**src/rtl/bp_fe_fetch_queue.sv**
```systemverilog
// Fetch queue between the realigner and the backend issue path.
// Buffers assembled instructions and tracks the sequential next-PC after the last enqueue.
module bp_fe_fetch_queue
  #(parameter int vaddr_width_p   = 39
    , parameter int instr_width_gp  = 32
    , parameter int cinstr_width_gp = 16
    , parameter int fetch_ptr_gp    = 2
    , parameter int els_p           = 4
    , localparam int lg_els_lp      = $clog2(els_p)
    , localparam int fill_width_lp  = $clog2(els_p+1)
    )
    (input  logic                       clk_i
     , input  logic                     reset_i

     , input  logic                     fetch_instr_v_i
     , input  logic [vaddr_width_p-1:0] fetch_pc_i
     , input  logic [instr_width_gp-1:0] fetch_instr_i
     , input  logic [fetch_ptr_gp-1:0]  fetch_count_i
     , input  logic                     fetch_partial_i
     , output logic                     fetch_ready_then_o

     , input  logic                     flush_i

     , output logic                     issue_v_o
     , output logic [vaddr_width_p-1:0] issue_pc_o
     , output logic [instr_width_gp-1:0] issue_instr_o
     , output logic                     issue_compressed_o
     , output logic [fetch_ptr_gp-1:0]  issue_count_o
     , output logic                     issue_partial_o
     , input  logic                     issue_yumi_i

     , output logic                     empty_o
     , output logic [fill_width_lp-1:0] fill_count_o
     , output logic                     next_pc_v_o
     , output logic [vaddr_width_p-1:0] next_pc_o
     );

    typedef struct packed {
        logic [vaddr_width_p-1:0]  pc;
        logic [instr_width_gp-1:0] instr;
        logic                      compressed;
        logic [fetch_ptr_gp-1:0]   count;
        logic                      partial;
    } entry_t;

    entry_t                     mem_q [els_p];
    entry_t                     entry_d;
    entry_t                     head;

    logic [lg_els_lp-1:0]       rd_ptr_q, rd_ptr_d;
    logic [lg_els_lp-1:0]       wr_ptr_q, wr_ptr_d;
    logic [fill_width_lp-1:0]   fill_q, fill_d;
    logic                       next_pc_v_q, next_pc_v_d;
    logic [vaddr_width_p-1:0]   next_pc_q, next_pc_d;

    logic empty, full, enq, deq, fetch_compressed;

    assign empty = (fill_q == '0);
    assign full  = (fill_q == fill_width_lp'(els_p));

    // Ready depends only on registered occupancy; a same-cycle yumi does not free a slot.
    assign fetch_ready_then_o = ~full;

    assign fetch_compressed = ~&fetch_instr_i[1:0];
    assign enq = fetch_instr_v_i & ~full & ~flush_i;
    assign deq = issue_yumi_i & ~empty & ~flush_i;

    always_comb begin
        entry_d            = '0;
        entry_d.pc         = fetch_pc_i;
        entry_d.instr      = fetch_instr_i;
        entry_d.compressed = fetch_compressed;
        entry_d.count      = fetch_count_i;
        entry_d.partial    = fetch_partial_i;
    end

    always_comb begin
        rd_ptr_d    = rd_ptr_q;
        wr_ptr_d    = wr_ptr_q;
        fill_d      = fill_q;
        next_pc_v_d = next_pc_v_q;
        next_pc_d   = next_pc_q;

        if (flush_i) begin
            rd_ptr_d    = '0;
            wr_ptr_d    = '0;
            fill_d      = '0;
            next_pc_v_d = 1'b0;
        end else begin
            if (enq) begin
                wr_ptr_d    = wr_ptr_q + lg_els_lp'(1);
                next_pc_v_d = 1'b1;
                next_pc_d   = fetch_pc_i
                              + (fetch_compressed ? vaddr_width_p'(2) : vaddr_width_p'(4));
            end
            if (deq) begin
                rd_ptr_d = rd_ptr_q + lg_els_lp'(1);
            end
            if (enq && !deq) begin
                fill_d = fill_q + fill_width_lp'(1);
            end else if (!enq && deq) begin
                fill_d = fill_q - fill_width_lp'(1);
            end
        end
    end

    always_ff @(posedge clk_i) begin
        if (reset_i) begin
            rd_ptr_q    <= '0;
            wr_ptr_q    <= '0;
            fill_q      <= '0;
            next_pc_v_q <= 1'b0;
            next_pc_q   <= '0;
        end else begin
            rd_ptr_q    <= rd_ptr_d;
            wr_ptr_q    <= wr_ptr_d;
            fill_q      <= fill_d;
            next_pc_v_q <= next_pc_v_d;
            next_pc_q   <= next_pc_d;
        end
    end

    always_ff @(posedge clk_i) begin
        if (enq && !reset_i) begin
            mem_q[wr_ptr_q] <= entry_d;
        end
    end

    assign head = mem_q[rd_ptr_q];

    assign issue_v_o          = ~empty;
    assign issue_pc_o         = head.pc;
    assign issue_instr_o      = head.compressed
                                ? {{(instr_width_gp-cinstr_width_gp){1'b0}}, head.instr[cinstr_width_gp-1:0]}
                                : head.instr;
    assign issue_compressed_o = head.compressed;
    assign issue_count_o      = head.count;
    assign issue_partial_o    = head.partial;

    assign empty_o      = empty;
    assign fill_count_o = fill_q;
    assign next_pc_v_o  = next_pc_v_q;
    assign next_pc_o    = next_pc_q;

    always_ff @(posedge clk_i) begin
        if (!reset_i) begin
            assert (!(fetch_instr_v_i && !fetch_ready_then_o));
            assert (!(issue_yumi_i && !issue_v_o));
        end
    end

endmodule

```
**config.mk**
```make
export PLATFORM = sky130hd
export DESIGN_NAME = bp_fe_fetch_queue
export DESIGN_NICKNAME = d
export VERILOG_FILES = /design/src/rtl/bp_fe_fetch_queue.sv
export SDC_FILE = /design/constraint.sdc
export NUM_CORES = 1
export LEC_CHECK = 0
export ABC_AREA = 1
export CORE_UTILIZATION = 35
export DETAILED_ROUTE_END_ITERATION = 8
export DONT_BUFFER_PORTS = 1
export GPL_TIMING_DRIVEN = 0
export MAX_ROUTING_LAYER = met4
export PLACE_DENSITY = 0.57
export SYNTH_ARGS = -nofsm -noshare
export SYNTH_HDL_FRONTEND = slang
export SYNTH_SLANG_ARGS = --single-unit
```
**constraint.sdc**
```tcl
create_clock -name clk_i -period 4.62 [get_ports clk_i]
set_input_delay 0.462 -clock clk_i [delete_from_list [all_inputs] [get_ports clk_i]]
set_output_delay 0.462 -clock clk_i [all_outputs]
set_load 0.005 [all_outputs]
```
==> run summary, run 1 <==
DR vias/cell = 4.99
Worst Hold End = next_pc_o[3]
DR WL/cell = 20.7 um
Worst slew pin tran = 666 ps
Gr usage total = 20.1%
IO Port Bufs = 0
Ys flop type = edfxtp_1
Final #Nets = 1,476
Slowest stage delay, CP = 490 ps
Iter 0 DRT Violations = 840
Layout area overhead = 20.9%
CP cell instances = buf_2 -> buf_4 -> buf_4 -> clkbuf_1 -> nor2_1 -> o22ai_1
Die Span Y = 204 um
Final setup violation count = 0
Final Cycle Share = 67.0%
R2R depth = 8
Initial Util = 35.7%
Synth warn = 0
Worst r2r src = fill_count_o[0]
Critical path start-end classification = flop to output pin
Worst hold start = fetch_pc_i[3]
Main combinational cell family by area after synthesis = simple AND/OR/NAND/NOR gates
Largest net degree at the start of global routing = 28
Vias = 9,708
Min-delay worst type = input pin to flop
Syn nets = 1,349
Ys async rst share = 0%
Setup TNS = 0 ps
Cell accounting for the most synthesized area = edfxtp_1
Post-synth EDFFs = 300
Synth Area in Adders = 0.753%
Place WS = 1660 ps
Critical Path Source Type = flop
Die area = 41,600 um^2
Simple-gate portion of the synthesized area = 12.9%
MaxCap Viol Count = 0
Layout cell share with drive strength beyond 1 = 7.83%
DRC = 0
GPL Wtd Cong = 0.864
Initial antenna violation count = 1
Top cell by count, worst path = buf_4
Post-Synth XOR/XNOR Area = 0.490%
Root Driver = clkbuf_16
Total gr overflow = 0
Post-synthesis mux area share = 0%
Row Count = 73
Top cells by area in the synthesized netlist = edfxtp_1 63%, dfxtp_1 6.9%, o21ai_0 6.0%
Final worst slack = 1520 ps
Post-DP HPWL = 26.8 mm
Final Skew = 10.4 ps
Drt pass-1 iters = 5
Post-Synthesis Cells = 1,262
DIE WIDTH = 204 um
Cell variety after synth = 35
#FFs+latches synth = 349
H-tree lvl count = 2
I/O Pins = 200
Share of the synthesized area in the top cell type = 63.0%
CTS buffer count = 38
# Post-CTS Setup Buffers = 0
RSZ-0062 raised after global routing = no
Compound-gate portion of the synthesized area = 11.6%
WP data arrival = 2640 ps
Max Fclk = 323 MHz
Post-layout min period = 3100 ps
FF-to-FF End = mem_q[1][74]
Power, Total = 0.00692 W
First-pass GRT wire length = 60.1 mm
VDD IR max = 0.230 mV
Clk_lat worst skew = 540 ps
Clock sinks = 349
Crit path max-delay cell type = o22ai_1
Syn Area/Cell = 11.3 um^2
Placed Area = 15,200 um^2
Commonest cells post-synth = 300 x edfxtp_1, 208 x nor2_1, 172 x o21ai_0, 164 x nand2_1, 90 x inv_1
Antenna viol nets, final = 0
Max-slew headroom = 55.5%
CTS tree = done
Status = completed
Routed WL = 40.2 mm
WP data required = 4160 ps
Final hold vios = 0
Static Leak = 6.17 nW
Util after Layout = 43.2%
Pwr/cell area = 401 nW/um^2
Seq/Total Area, Yosys = 69.9%
Final slew viol count = 0
Number of global-route vias before repair = 9,625
R2R Setup Slk = 1680 ps
Crit end category = output pin
Hold Crit Depth = 2
Post-synthesis instance area = 14,300 um^2
Cell with the most instances after synthesis = edfxtp_1
Fin area = 17,300 um^2
Clock Path Buffers = 3
CORE AREA = 40,000 um^2
Reg clk slew, reported paths = 60 ps
Worst-path fanout max = 10
## logic make-up (layout without fill, tap and decap cells)
kind of cell             Yosys count  after routing
XOR/XNOR                           8              8
AO/OA/AOI/OAI                    298            298
adder cells (fa/ha/maj)            8              8
AND/OR/NAND/NOR                  445            445
flip-flops                       349            349
other                              0              1
buffers and inverters            154            310
## repair_timing
action                                 in CTS  in global routing
endpoints found under the hold margin     299                  0
gates resized for setup                     0                  0
hold buffers                               75                  0
## where the power goes
group          internal (W)  total [W]  switching, W
clock               0.00189    0.00308       0.00119
sequential          0.00348    0.00351     0.0000320
combinational      0.000123   0.000327      0.000204
## critical path: cells and delay by family (launching register included)
family                 cells  cell delay [ps]
AOI/OAI and AO/OA          1              490
buffers and inverters      4             1200
DFF                        1              300
and+or+nand+nor            1              100
## how the worst max path moves through the flow
stage                    startpoint        endpoint  slack, ps
finish                         flop  issue_pc_o[19]       1520
global route                   flop  issue_pc_o[22]       1360
CTS                            flop  issue_pc_o[22]       1430
detailed placement  fill_count_o[0]     mem_q[1][2]       1660
global placement    fill_count_o[1]    mem_q[3][28]      -3360
floorplan           fill_count_o[0]     mem_q[0][0]        -30
## stage by stage
stage,cells,hold slack (ps)
finish,1944,80.2
global route,1943,65.2
CTS,1943,37.6
detailed placement,1799,461
global placement,1787,456
floorplan,1262,436
## placed cells by master (no fill, tap or decap), types with 2 or more instances in the layout
master	n
clkinvlp_4	2
o21ai_1	2
nor3_2	2
o21bai_1	4
nand3b_1	10
clkinv_1	10
bufinv_16	5
nor3_1	8
nand3_1	30
o21ai_0	172
xor2_1	4
nand2_2	6
nor2_1	204
clkbuf_16	41
a21oi_1	21
edfxtp_1	300
o22ai_1	74
buf_16	4
nand2_1	164
dfxtp_1	49
clkinv_2	2
nand3_2	4
nor2_2	6
clkbuf_1	48
dlygate4sd3_1	75
nor2_4	4
o21a_1	19
buf_4	3
nand4_1	4
buf_12	8
buf_2	19
ha_1	7
inv_1	90
inv_2	3
xnor2_1	4
o211ai_1	3
## per-layer routing
layer / GRT usage [%] / share of wire, % / wire length [um] / up-vias
met2: 31.2 / 47 / 18700 / 303
met1: 26.3 / 44 / 17800 / 4656
met5: - / 0 / 0 / -
li1: - / - / - / 4703
met3: 4.93 / 7.5 / 3000 / 46
met4: 5.57 / 1.6 / 656 / 0
## state kept, by name, summed over array words and instances (netlist names), named ones only
signal,cells
next_pc_v_o,1
fill_count_o,3
rd_ptr_q,2
wr_ptr_q,2
next_pc_o,39
mem_q,300
## cell type report
class	count	area [um^2]
fillers	3719	22700
flip-flops and latches	349	9990
multi-input cells	759	3720
clock buffers	51	1060
repair buffers	87	1020
well taps	525	657
inverters	94	353
plain buffers	60	260
clock inverters	18	209
diodes	1	2.50
Power figures use the tool's default switching activity.
==> inputs of run 2 (changes only) <==
PLACE_DENSITY = 0.55   (was 0.57)
clock period = 3.1 ns   (was 4.62 ns; I/O delays follow)
==> run 2 against run 1 <==
Cell area fell by 0.96%. Setup slack got worse by 1300 ps. Die area did not move. Critical path type is now flop to flop.
==> run summary, run 2 (synthesis gave the netlist of run 1 again) <==
Clk_lat worst skew = 540 ps (about the same)
Clock sinks = 349 (unchanged)
Static Leak = 6.10 nW (-1.1%)
Total gr overflow = 0 (unchanged)
Int Pwr = 0.00779 W (+42%)
Pwr/cell area = 582 nW/um^2 (+45%)
I/O Pins = 200 (unchanged)
Final #Nets = 1,476 (unchanged)
CP cell instances = inv_1 -> nand3_2 -> nand3_2 -> inv_2 -> nand2_1 -> nor2_4 -> buf_12 -> buf_12
Worst Path Buf+Inv = 4 (unchanged)
Power, Total = 0.00996 W (+44%)
Post-layout min period = 2860 ps
Min-delay worst type = input pin to flop
Final hold vios = 0 (unchanged)
Crit end category = flop
Final non-filler cell total = 1,941 (-0.15%)
DIE WIDTH = 204 um (unchanged)
Logic pwr share = 5.0% (+0.3 points)
Die Span Y = 204 um (unchanged)
Layout cell share with drive strength beyond 1 = 7.84% (+0.017 points)
GPL Wtd Cong = 0.863 (-0.10%)
Critical Path Source Type = flop
Hold WS = 27.6 ps (-52.5 ps)
Slowest stage delay, CP = 480 ps (about the same)
Initial Util = 35.7% (unchanged)
RSZ-0062 raised after global routing = no
Antenna viol nets, final = 0 (unchanged)
H-tree lvl count = 2 (unchanged)
Root Driver = clkbuf_16
DR vias/cell = 5.06 (+1.3%)
Initial antenna violation count = 0 (-1)
Hold Crit Depth = 4 (+2)
Worst-path fanout max = 24 (+14)
Placed Area = 15,200 um^2 (-0.33%)
Die area = 41,600 um^2 (unchanged)
Post-DP HPWL = 26.7 mm (-0.44%)
Max Fclk = 349 MHz
MaxCap Viol Count = 0 (unchanged)
CORE AREA = 40,000 um^2 (unchanged)
CTS tree = done
Levels on crit path = 8 (+2)
Gr usage total = 20.6% (+0.45 points)
Crit path max-delay cell type = nor2_4
Crit-path leading delay family = simple AND/OR/NAND/NOR gates
R2R depth = 8 (unchanged)
Final Cycle Share = 92.4%
WP data arrival = 3090 ps (+450 ps)
Final setup violation count = 0 (unchanged)
DRC = 0 (unchanged)
Routed WL = 41.4 mm (+3.0%)
Reg clk slew, reported paths = 60 ps (about the same)
Row Count = 73 (unchanged)
Status = completed
Max reg flops = 300 (unchanged)
First-pass GRT wire length = 61.1 mm (+1.7%)
WP data required = 3330 ps (-830 ps)
DR WL/cell = 21.3 um (+3.2%)
Number of global-route vias before repair = 9,814 (+2.0%)
Layout area overhead = 19.7%
Final worst slack = 237 ps (-1290 ps)
VDD IR max = 0.349 mV (+52%)
Fin area = 17,100 um^2 (-0.96%)
Sw frac = 21.8% (+1.2 points)
Clock network fraction of total power = 42.4% (-2.2 points)
Commonest non-fill, non-tap cell in the layout = edfxtp_1
Final slew viol count = 0 (unchanged)
Drt pass-1 iters = 7 (+2)
Place WS = 117 ps (-1540 ps)
CTS buffer count = 38 (unchanged)
Iter 0 DRT Violations = 867 (+3.2%)
Flop pwr share = 52.5% (+1.8 points)
Critical path start-end classification = flop to flop
Max-slew headroom = 43.5% (-12 points)
Psw = 0.00217 W (+52%)
IO Port Bufs = 0 (unchanged)
Largest reg by FF count = mem_q
# Post-CTS Setup Buffers = 0 (unchanged)
Clock Path Buffers = 3 (unchanged)
Largest net degree at the start of global routing = 28 (unchanged)
Placed cells = 1,798 (-0.056%)
Vias = 9,815 (+1.1%)
Final Skew = 12.4 ps (+1.97 ps)
Worst slew pin tran = 847 ps (+181 ps)
Most frequent cells in the layout = 300 x edfxtp_1, 204 x nor2_1, 172 x o21ai_0, 164 x nand2_1, 90 x inv_1
run 2: path summary, 6_finish.rpt:
kind / from / end / slack, ps
min reg2reg: next_pc_v_o / next_pc_v_o / 480
max: fill_count_o[1] / mem_q[0][26] / 240
max reg2reg: fill_count_o[1] / mem_q[0][26] / 240
min: fetch_pc_i[32] / next_pc_o[32] / 30
run 2: metal layers:
metal | global-route usage [%] | wire length [um] | part of all wire (%)
met5 | - | 0 | 0
met4 | 6.61 | 1040 | 2.5
met3 | 5.68 | 3660 | 8.8
met2 | 32.1 | 19000 | 46
met1 | 25.9 | 17700 | 43
run 2: layout make-up:
| class | count | area, um^2 |
|---|---|---|
| buffer | 59 | 256 |
| clock buffer | 52 | 1030 |
| tap | 525 | 657 |
| fill | 3765 | 22900 |
| inverter | 94 | 353 |
| clock inverter | 14 | 103 |
| timing repair buffer | 87 | 981 |
| antenna | 1 | 2.50 |
| sequential | 349 | 9990 |
| multi-input combinational | 760 | 3730 |
run 2: timing repair:
action | in CTS | in global routing
endpoints found under the setup margin | 0 | 54
endpoints found under the hold margin | 318 | 0
resized for setup | 0 | 1
hold buffers | 76 | 0
run 2: power groups by stage:
stage	Sequential (W)	Combinational, W	Clock (W)
floorplan	0.00532	0.000253	0
detailed placement	0.00533	0.000369	0
finish	0.00523	0.000503	0.00423
global route	0.00524	0.000558	0.00450
CTS	0.00523	0.000504	0.00433
global placement	0.00534	0.000353	0
run 2: stage by stage:
| stage | util (%) | TNS, ps |
|---|---|---|
| floorplan | - | -101060 |
| global placement | 37.4 | -721430 |
| detailed placement | 38.0 | 0 |
| CTS | 42.7 | 0 |
| global route | 42.8 | 0 |
| finish | 42.8 | 0 |
run 2: worst reg2reg max path, stage by stage, from the launching register on:
cell,delay [ps]
dfxtp_1,430
inv_1,100
nand3_2,110
nand3_2,230
inv_2,210
nand2_1,470
nor2_4,480
buf_12,260
buf_12,230
==> inputs of run 3 (changes only) <==
CORE_UTILIZATION = 50   (was 35)
PLACE_DENSITY = 0.71   (was 0.55)
==> run 3 against run 2 <==
Hold slack got worse by 3.3 ps. Clock power barely moved. Global-route usage up 6.0 points. Combinational power shrank 2%. Flip-flop and latch count did not move. Cell area fell by 0.78%. Fmax is 1.4% higher. Sequential power barely moved. Die area down 30%. Register-to-register slack improved by 40 ps.
==> run summary, run 3 (synthesis gave the netlist of run 1 again) <==
DR WL/cell = 20.9 um (-2.1%)
DRC = 0 (unchanged)
Final #Nets = 1,478 (+0.14%)
Largest net degree at the start of global routing = 31 (+11%)
GPL Wtd Cong = 0.970 (+12%)
Critical Path Source Type = flop
Critical path start-end classification = flop to flop
Crit-path leading delay family = simple AND/OR/NAND/NOR gates
Post-DP HPWL = 24.1 mm (-9.8%)
Max-slew headroom = 52.3% (+8.8 points)
Total gr overflow = 0 (unchanged)
Top cell by count, worst path = nand3_2
VDD IR max = 0.440 mV (+26%)
DIE WIDTH = 171 um (-16%)
Die area = 29,300 um^2 (-30%)
Max reg flops = 300 (unchanged)
WP data required = 3290 ps (-40 ps)
Clk_lat worst skew = 520 ps (-20 ps)
Reg clk slew, reported paths = 60 ps (about the same)
Slowest stage delay, CP = 680 ps (+200 ps)
Post-layout min period = 2820 ps (-40.1 ps)
Status = completed
WP data arrival = 3020 ps (-70 ps)
Root Driver = clkbuf_16
Row Count = 61 (-16%)
Antenna viol nets, final = 0 (unchanged)
CORE AREA = 27,900 um^2 (-30%)
Final slew viol count = 0 (unchanged)
Crit end category = flop
Iter 0 DRT Violations = 917 (+5.8%)
Final hold vios = 0 (unchanged)
Worst slew pin tran = 715 ps (-132 ps)
Layout area overhead = 18.8%
CP cell instances = inv_1 -> nand3_2 -> nand3_2 -> inv_2 -> nand2_1 -> nor2_4 -> buf_12
Pwr/cell area = 586 nW/um^2 (+0.73%)
# resized after CTS = 0 (unchanged)
Initial Util = 51.2% (+15 points)
DR vias/cell = 5.62 (+11%)
Min-delay worst type = input pin to flop
CTS tree = done
Drt pass-1 iters = 6 (-1)
IO Port Bufs = 0 (unchanged)
Max Fclk = 354 MHz (+1.4%)
Layout cell share with drive strength beyond 1 = 8.40% (+0.55 points)
Static Leak = 6.13 nW (+0.48%)
Clock Path Buffers = 3 (unchanged)
Most frequent cells in the layout = 300 x edfxtp_1, 204 x nor2_1, 172 x o21ai_0, 164 x nand2_1, 90 x inv_1
Initial antenna violation count = 1 (+1)
RSZ-0062 raised after global routing = no
Final setup violation count = 0 (unchanged)
Util after Layout = 60.8% (+18 points)
CTS buffer count = 36 (-5.3%)
Final non-filler cell total = 1,797 (-7.4%)
Final Skew = 22.0 ps (+9.58 ps)
MaxCap Viol Count = 0 (unchanged)
Number of global-route vias before repair = 10,000 (+1.9%)
Die Span Y = 171 um (-16%)
Placed cells = 1,650 (-8.2%)
First-pass GRT wire length = 56.4 mm (-7.8%)
I/O Pins = 200 (unchanged)
Met3 Use GR = 6.59% (+0.92 points)
Crit path max-delay cell type = nor2_4
Top Usage Layer GRT = met2
Clock sinks = 349 (unchanged)
Vias = 10,100 (+2.9%)
Largest reg by FF count = mem_q
Routed WL = 37.5 mm (-9.4%)
Worst Path Buf+Inv = 3 (-1)
Commonest non-fill, non-tap cell in the layout = edfxtp_1
Met1 Use GR = 33.5% (+7.6 points)
Final Cycle Share = 91.1% (-1.3 points)
Routing usage on met2 = 42.1% (+10 points)
Gr usage total = 26.6% (+6.0 points)
H-tree lvl count = 2 (unchanged)
Worst-path fanout max = 29 (+21%)
-- run 3: cell types whose count changed in the layout (fill, tap and decap cells not counted), moves of 3 or more --
cell / delta
buf_4: +4
clkinv_2: +3
clkbuf_1: -5
buf_12: -4
buf_16: +3
-- run 3: timing repair --
action,CTS,global route
setup endpoints to repair,29,72
hold buffers,76,0
endpoints found under the hold margin,308,0
setup buffers,1,3
pin swaps,1,2
gates cloned,0,1
-- run 3: final timing paths --
| kind | start | to | slack, ps | cells past startpoint |
|---|---|---|---|---|
| worst max-delay path | fill_count_o[0] | mem_q[2][23] | 280 | 7 |
| worst min-delay path | fetch_pc_i[37] | next_pc_o[37] | 20 | 4 |
| worst max register to register | fill_count_o[0] | mem_q[2][23] | 280 | 7 |
| worst min register to register | next_pc_v_o | next_pc_v_o | 480 | 2 |
-- run 3: cell type report --
type	count	area [um^2]
tap	378	473
sequential	349	9990
antenna	2	5.00
fill	2224	11000
clock inverter	19	179
multi-input combinational	760	3720
timing repair buffer	90	1010
buffer	60	260
inverter	94	353
clock buffer	45	976
-- run 3: stage by stage --
step / setup slack, ps / instance area [um^2] / power, W / setup TNS, ps / hold slack [ps]
global route: 104 / 17000 / 0.0102 / 0 / 22.4
CTS: 69.2 / 16900 / 0.0100 / 0 / 1.70
detailed placement: 25.2 / 15000 / 0.00569 / 0 / 383
finish: 277 / 17000 / 0.00995 / 0 / 24.3
floorplan: -337 / 14300 / 0.00557 / -101060 / 379
global placement: -2220 / 14800 / 0.00567 / -638310 / 381
-- run 3: worst register-to-register path: stages (launching register included) --
cell,delay (ps)
dfxtp_1,420
inv_1,110
nand3_2,100
nand3_2,210
inv_2,210
nand2_1,440
nor2_4,690
buf_12,310
-- run 3: power breakdown --
part / switching (W) / total, W / internal, W / leakage [nW]
Sequential: 0.0000453 / 0.00523 / 0.00518 / 3.11
Combinational: 0.000306 / 0.000491 / 0.000185 / 2.45
Clock: 0.00175 / 0.00424 / 0.00249 / 0.561
-- run 3: layer usage --
| layer | share of wire, % | vias to the layer above |
|---|---|---|
| li1 | - | 4710 |
| met3 | 8.9 | 79 |
| met5 | 0 | - |
| met1 | 41 | 4889 |
| met4 | 2.8 | 0 |
| met2 | 47 | 418 |
==> variant 1 (flow settings as in run 3) <==
`instr_width_gp`: 32 -> 28.
--- a/src/rtl/bp_fe_fetch_queue.sv
+++ b/src/rtl/bp_fe_fetch_queue.sv
@@ -2,7 +2,7 @@
 // Buffers assembled instructions and tracks the sequential next-PC after the last enqueue.
 module bp_fe_fetch_queue
   #(parameter int vaddr_width_p   = 39
-    , parameter int instr_width_gp  = 32
+    , parameter int instr_width_gp  = 28
     , parameter int cinstr_width_gp = 16
     , parameter int fetch_ptr_gp    = 2
     , parameter int els_p           = 4
Interface: changed (resized fetch_instr_i and issue_instr_o); port bits go from 200 to 192. No check against the original RTL was run, so the function may have changed too.
==> variant 1 against run 3 <==
Sequential cell count shrank 16. Clock power shrank 7.3%. Final area shrank 5.2%. Non-clock buffer count shrank 9. Critical path depth grew 4. Final cell count shrank 5.5%. Power shrank 5.6%. Global-route usage grew 0.16 points. Synthesized area shrank 4.8%. Wire length shrank 3.7%. Die area shrank 4.7%. Setup slack lost 0.077 ns. Critical endpoint is now fill_count_o[1]. Highest routed layer unchanged.
==> variant 1: results (changes against run 3) <==
run status complete, no violations; CP max stage delay 0.59 ns (-0.09 ns); worst vdd ir 0.334 mV (-24%); GP Congestion 0.934 (-3.7%); Place WS 0.190 ns (+0.165 ns); ANT cells 0 (-2); vias in the first global route 9432 (-5.7%); fraction of layout cells with a size suffix above 1 6.63% (-1.8 points); post-synthesis sequential area ratio 69.9% (about the same); Post-Synth Adder-Cell Area 0.791% (+0.038 points); max reg flops 284 (-5.3%); Post-synth top cells 284 x edfxtp_1, 198 x nor2_1, 170 x o21ai_0; largest net degree at the start of global routing 29 (-6.5%); DR vias/cell 5.66 (+0.80%); r2r setup slk 0.20 ns (-0.08 ns); leakage dissipation 5.85 nW (-4.6%); Synth Area in XOR/XNOR 0.708% (+0.22 points); Syn Nets 1294 (-4.1%); register bit count reported by yosys 333 (-4.6%); multi-input combinational area share 21.8% (-0.10 points); clkbuf count 43 (-4.4%); Net Switching 2.00 mW (-4.5%); reg2reg end fill_count_o[1]; Setup Buffers After CTS 0 (-1); Post-CTS Hold Buffers 72 (-5.3%); Yosys cell types 32 (-8.6%); slew of the pin with the lowest slew margin 0.936 ns (+0.220 ns); Initial DRC Count 954 (+4.0%); Rows 60 (-1.6%); largest cells by area after synthesis edfxtp_1 63%, dfxtp_1 7.2%, o21ai_0 6.3%; Max Freq 345 MHz (-2.6%); First-pass DRT Iterations 5 (-1); Routed wire per std cell 21.3 um (+1.9%); Logic inverters 103 (+9.6%); Multi-input comb cells 718 (-5.5%); Reg area 9510 sq um (-4.8%); Critical Path AT 3.35 ns (+0.33 ns); R2R Path Start fill_count_o[1]; Non-CTS buffers 141 (-6.0%); Synth Area in Compound Gates 11.7% (+0.022 points); hold_sp fetch_pc_i[29]; crit path max-delay cell type dlygate4sd3_1; clk_skew 0.0118 ns (-0.0102 ns); first-pass GRT wire length 54.5 mm (-3.3%); crit path max fanout 10 (-66%); Non-clock buffer share 7.37% (-0.13 points)
==> variant 1: worst min-delay path, stage by stage <==
cell and delay, ns:
nand2_1 0.03, nand3_1 0.07, nand2_1 0.05, inv_1 0.04
==> variant 1: through the flow <==
step	instances	area (sq um)
finish	1698	16100
detailed placement	1562	14300
global placement	1552	14000
floorplan	1211	13600
CTS	1696	16100
global route	1698	16100
==> variant 1: power by group through the flow <==
| stage | Sequential (mW) | Combinational [mW] | Clock (mW) |
|---|---|---|---|
| after floorplan | 5.07 | 0.240 | 0 |
| after global placement | 5.09 | 0.326 | 0 |
| after detailed placement | 5.09 | 0.344 | 0 |
| after CTS | 4.99 | 0.462 | 3.99 |
| after global routing | 5.00 | 0.515 | 4.14 |
| final | 4.99 | 0.466 | 3.93 |
==> variant 1: routing by layer <==
layer	part of all wire [%]	GRT usage, %	wire length [um]
met5	0	-	0
met4	3.1	8.49	1130
met3	8.6	6.32	3100
met2	46	41.8	16800
met1	42	34.4	15100
==> variant 2 (flow settings as in run 3) <==
Made on the original files. Make the reset (`reset_i`) asynchronous in one clocked block.
--- a/src/rtl/bp_fe_fetch_queue.sv
+++ b/src/rtl/bp_fe_fetch_queue.sv
@@ -104,7 +104,7 @@
         end
     end
 
-    always_ff @(posedge clk_i) begin
+    always_ff @(posedge clk_i or posedge reset_i) begin
         if (reset_i) begin
             rd_ptr_q    <= '0;
             wr_ptr_q    <= '0;
Function: differs if reset_i is asserted again (counterexample within 4 cycles, from zero or initial values and one cycle with reset_i high); with reset_i held inactive, the same outputs for 4 cycles.
==> variant 2 against run 3 <==
Clock skew about the same. Synthesized area decreased by 0.46%. Final area decreased by 0.14%. Setup slack got worse by 0.069 ns. Wire length decreased by 0.27%. Sequential cell count decreased by 2.
Power is not compared: it rests on default switching activity, and its combinational part moved more than twofold at a synthesized area within 25%.
==> variant 2: results (changes against run 3) <==
Place WS -0.0940 ns (-0.119 ns); fraction of layout cells with a size suffix above 1 8.94% (+0.55 points); GRT Util Overall 26.4% (-0.17 points); clk_skew 0.0223 ns (+0.000343 ns); run status complete, no violations; DP Area 14900 sq um (-0.60%); estimated wirelength of the detail-placed design 23.8 mm (-1.3%); ANT cells 0 (-2); cell count after synthesis 1203 (-4.7%); vias in the first global route 9526 (-4.8%); first-pass GRT wire length 55.1 mm (-2.3%); async set-reset flop share out of synthesis 13.5% (+14 points); First-pass DRT Iterations 5 (-1); largest net degree at the start of global routing 49 (+58%); # placed instances 1590 (-3.6%); Initial DRC Count 863 (-5.9%); final non-filler cell total 1731 (-3.7%); Setup Buffers After CTS 0 (-1); Die X 171 um (-0.23%); largest cells by area after synthesis edfxtp_1 63%, dfrtp_1 8.3%, o21ai_0 5.6%; CP max stage delay 0.56 ns (-0.12 ns); DR vias/cell 5.60 (-0.26%); crit path max fanout 25 (-14%); Total Nets Final 1415 (-4.3%); GP Congestion 0.900 (-7.2%); Syn Nets 1289 (-4.4%)
## variant 2: what timing repair did
action                                  in CTS  in global routing
cloned                                       1                  2
hold buffers                                76                  0
pin swaps                                    1                  1
gates resized for setup                      1                  0
hold endpoints to repair                   354                  0
endpoints found under the setup margin      25                 70
## variant 2: where the power goes
group,internal (mW),switching (mW)
combinational,0.609,1.46
sequential,5.38,0.201
clock,2.84,1.71
total,8.83,3.36
## variant 2: final timing paths
kind                                 start              end  slack, ns  cells after the start
hold / removal              fetch_pc_i[16]    next_pc_o[16]      0.008                      3
hold reg to reg              next_pc_o[27]    next_pc_o[27]       0.51                      2
min in group asynchronous          reset_i  fill_count_o[0]       0.42                      2
setup / recovery           fill_count_o[1]     mem_q[1][62]       0.21                     11
setup reg to reg           fill_count_o[1]     mem_q[1][62]       0.21                     11
max in group asynchronous          reset_i    next_pc_o[21]       1.99                      2
## variant 2: area by class of cell
cell class              count  share of cell area, %
plain buffers              58                   1.50
repair inverters            1                 0.0295
inverters                  56                   1.26
multi-input cells         744                   21.4
clock inverters            20                   1.76
well taps                 378                   2.79
repair buffers             85                   5.64
flip-flops and latches    347                   60.1
clock buffers              42                   5.57
## variant 2: cells by family after synthesis
kind of cell,Yosys count,synth area share [%]
and+or+nand+nor,460,13.3
buffers and inverters,114,3.26
AOI/OAI and AO/OA,250,9.60
adders and majority gates,7,0.668
DFF,347,71.6
xor gates and xnor gates,25,1.54
## variant 2: metal layers
layer	track usage, %	part of all wire [%]	vias up
met5	-	0	-
met4	7.99	2.8	0
met3	6.99	9.3	73
met2	42.0	47	416
met1	33.2	41	4719
li1	-	-	4492
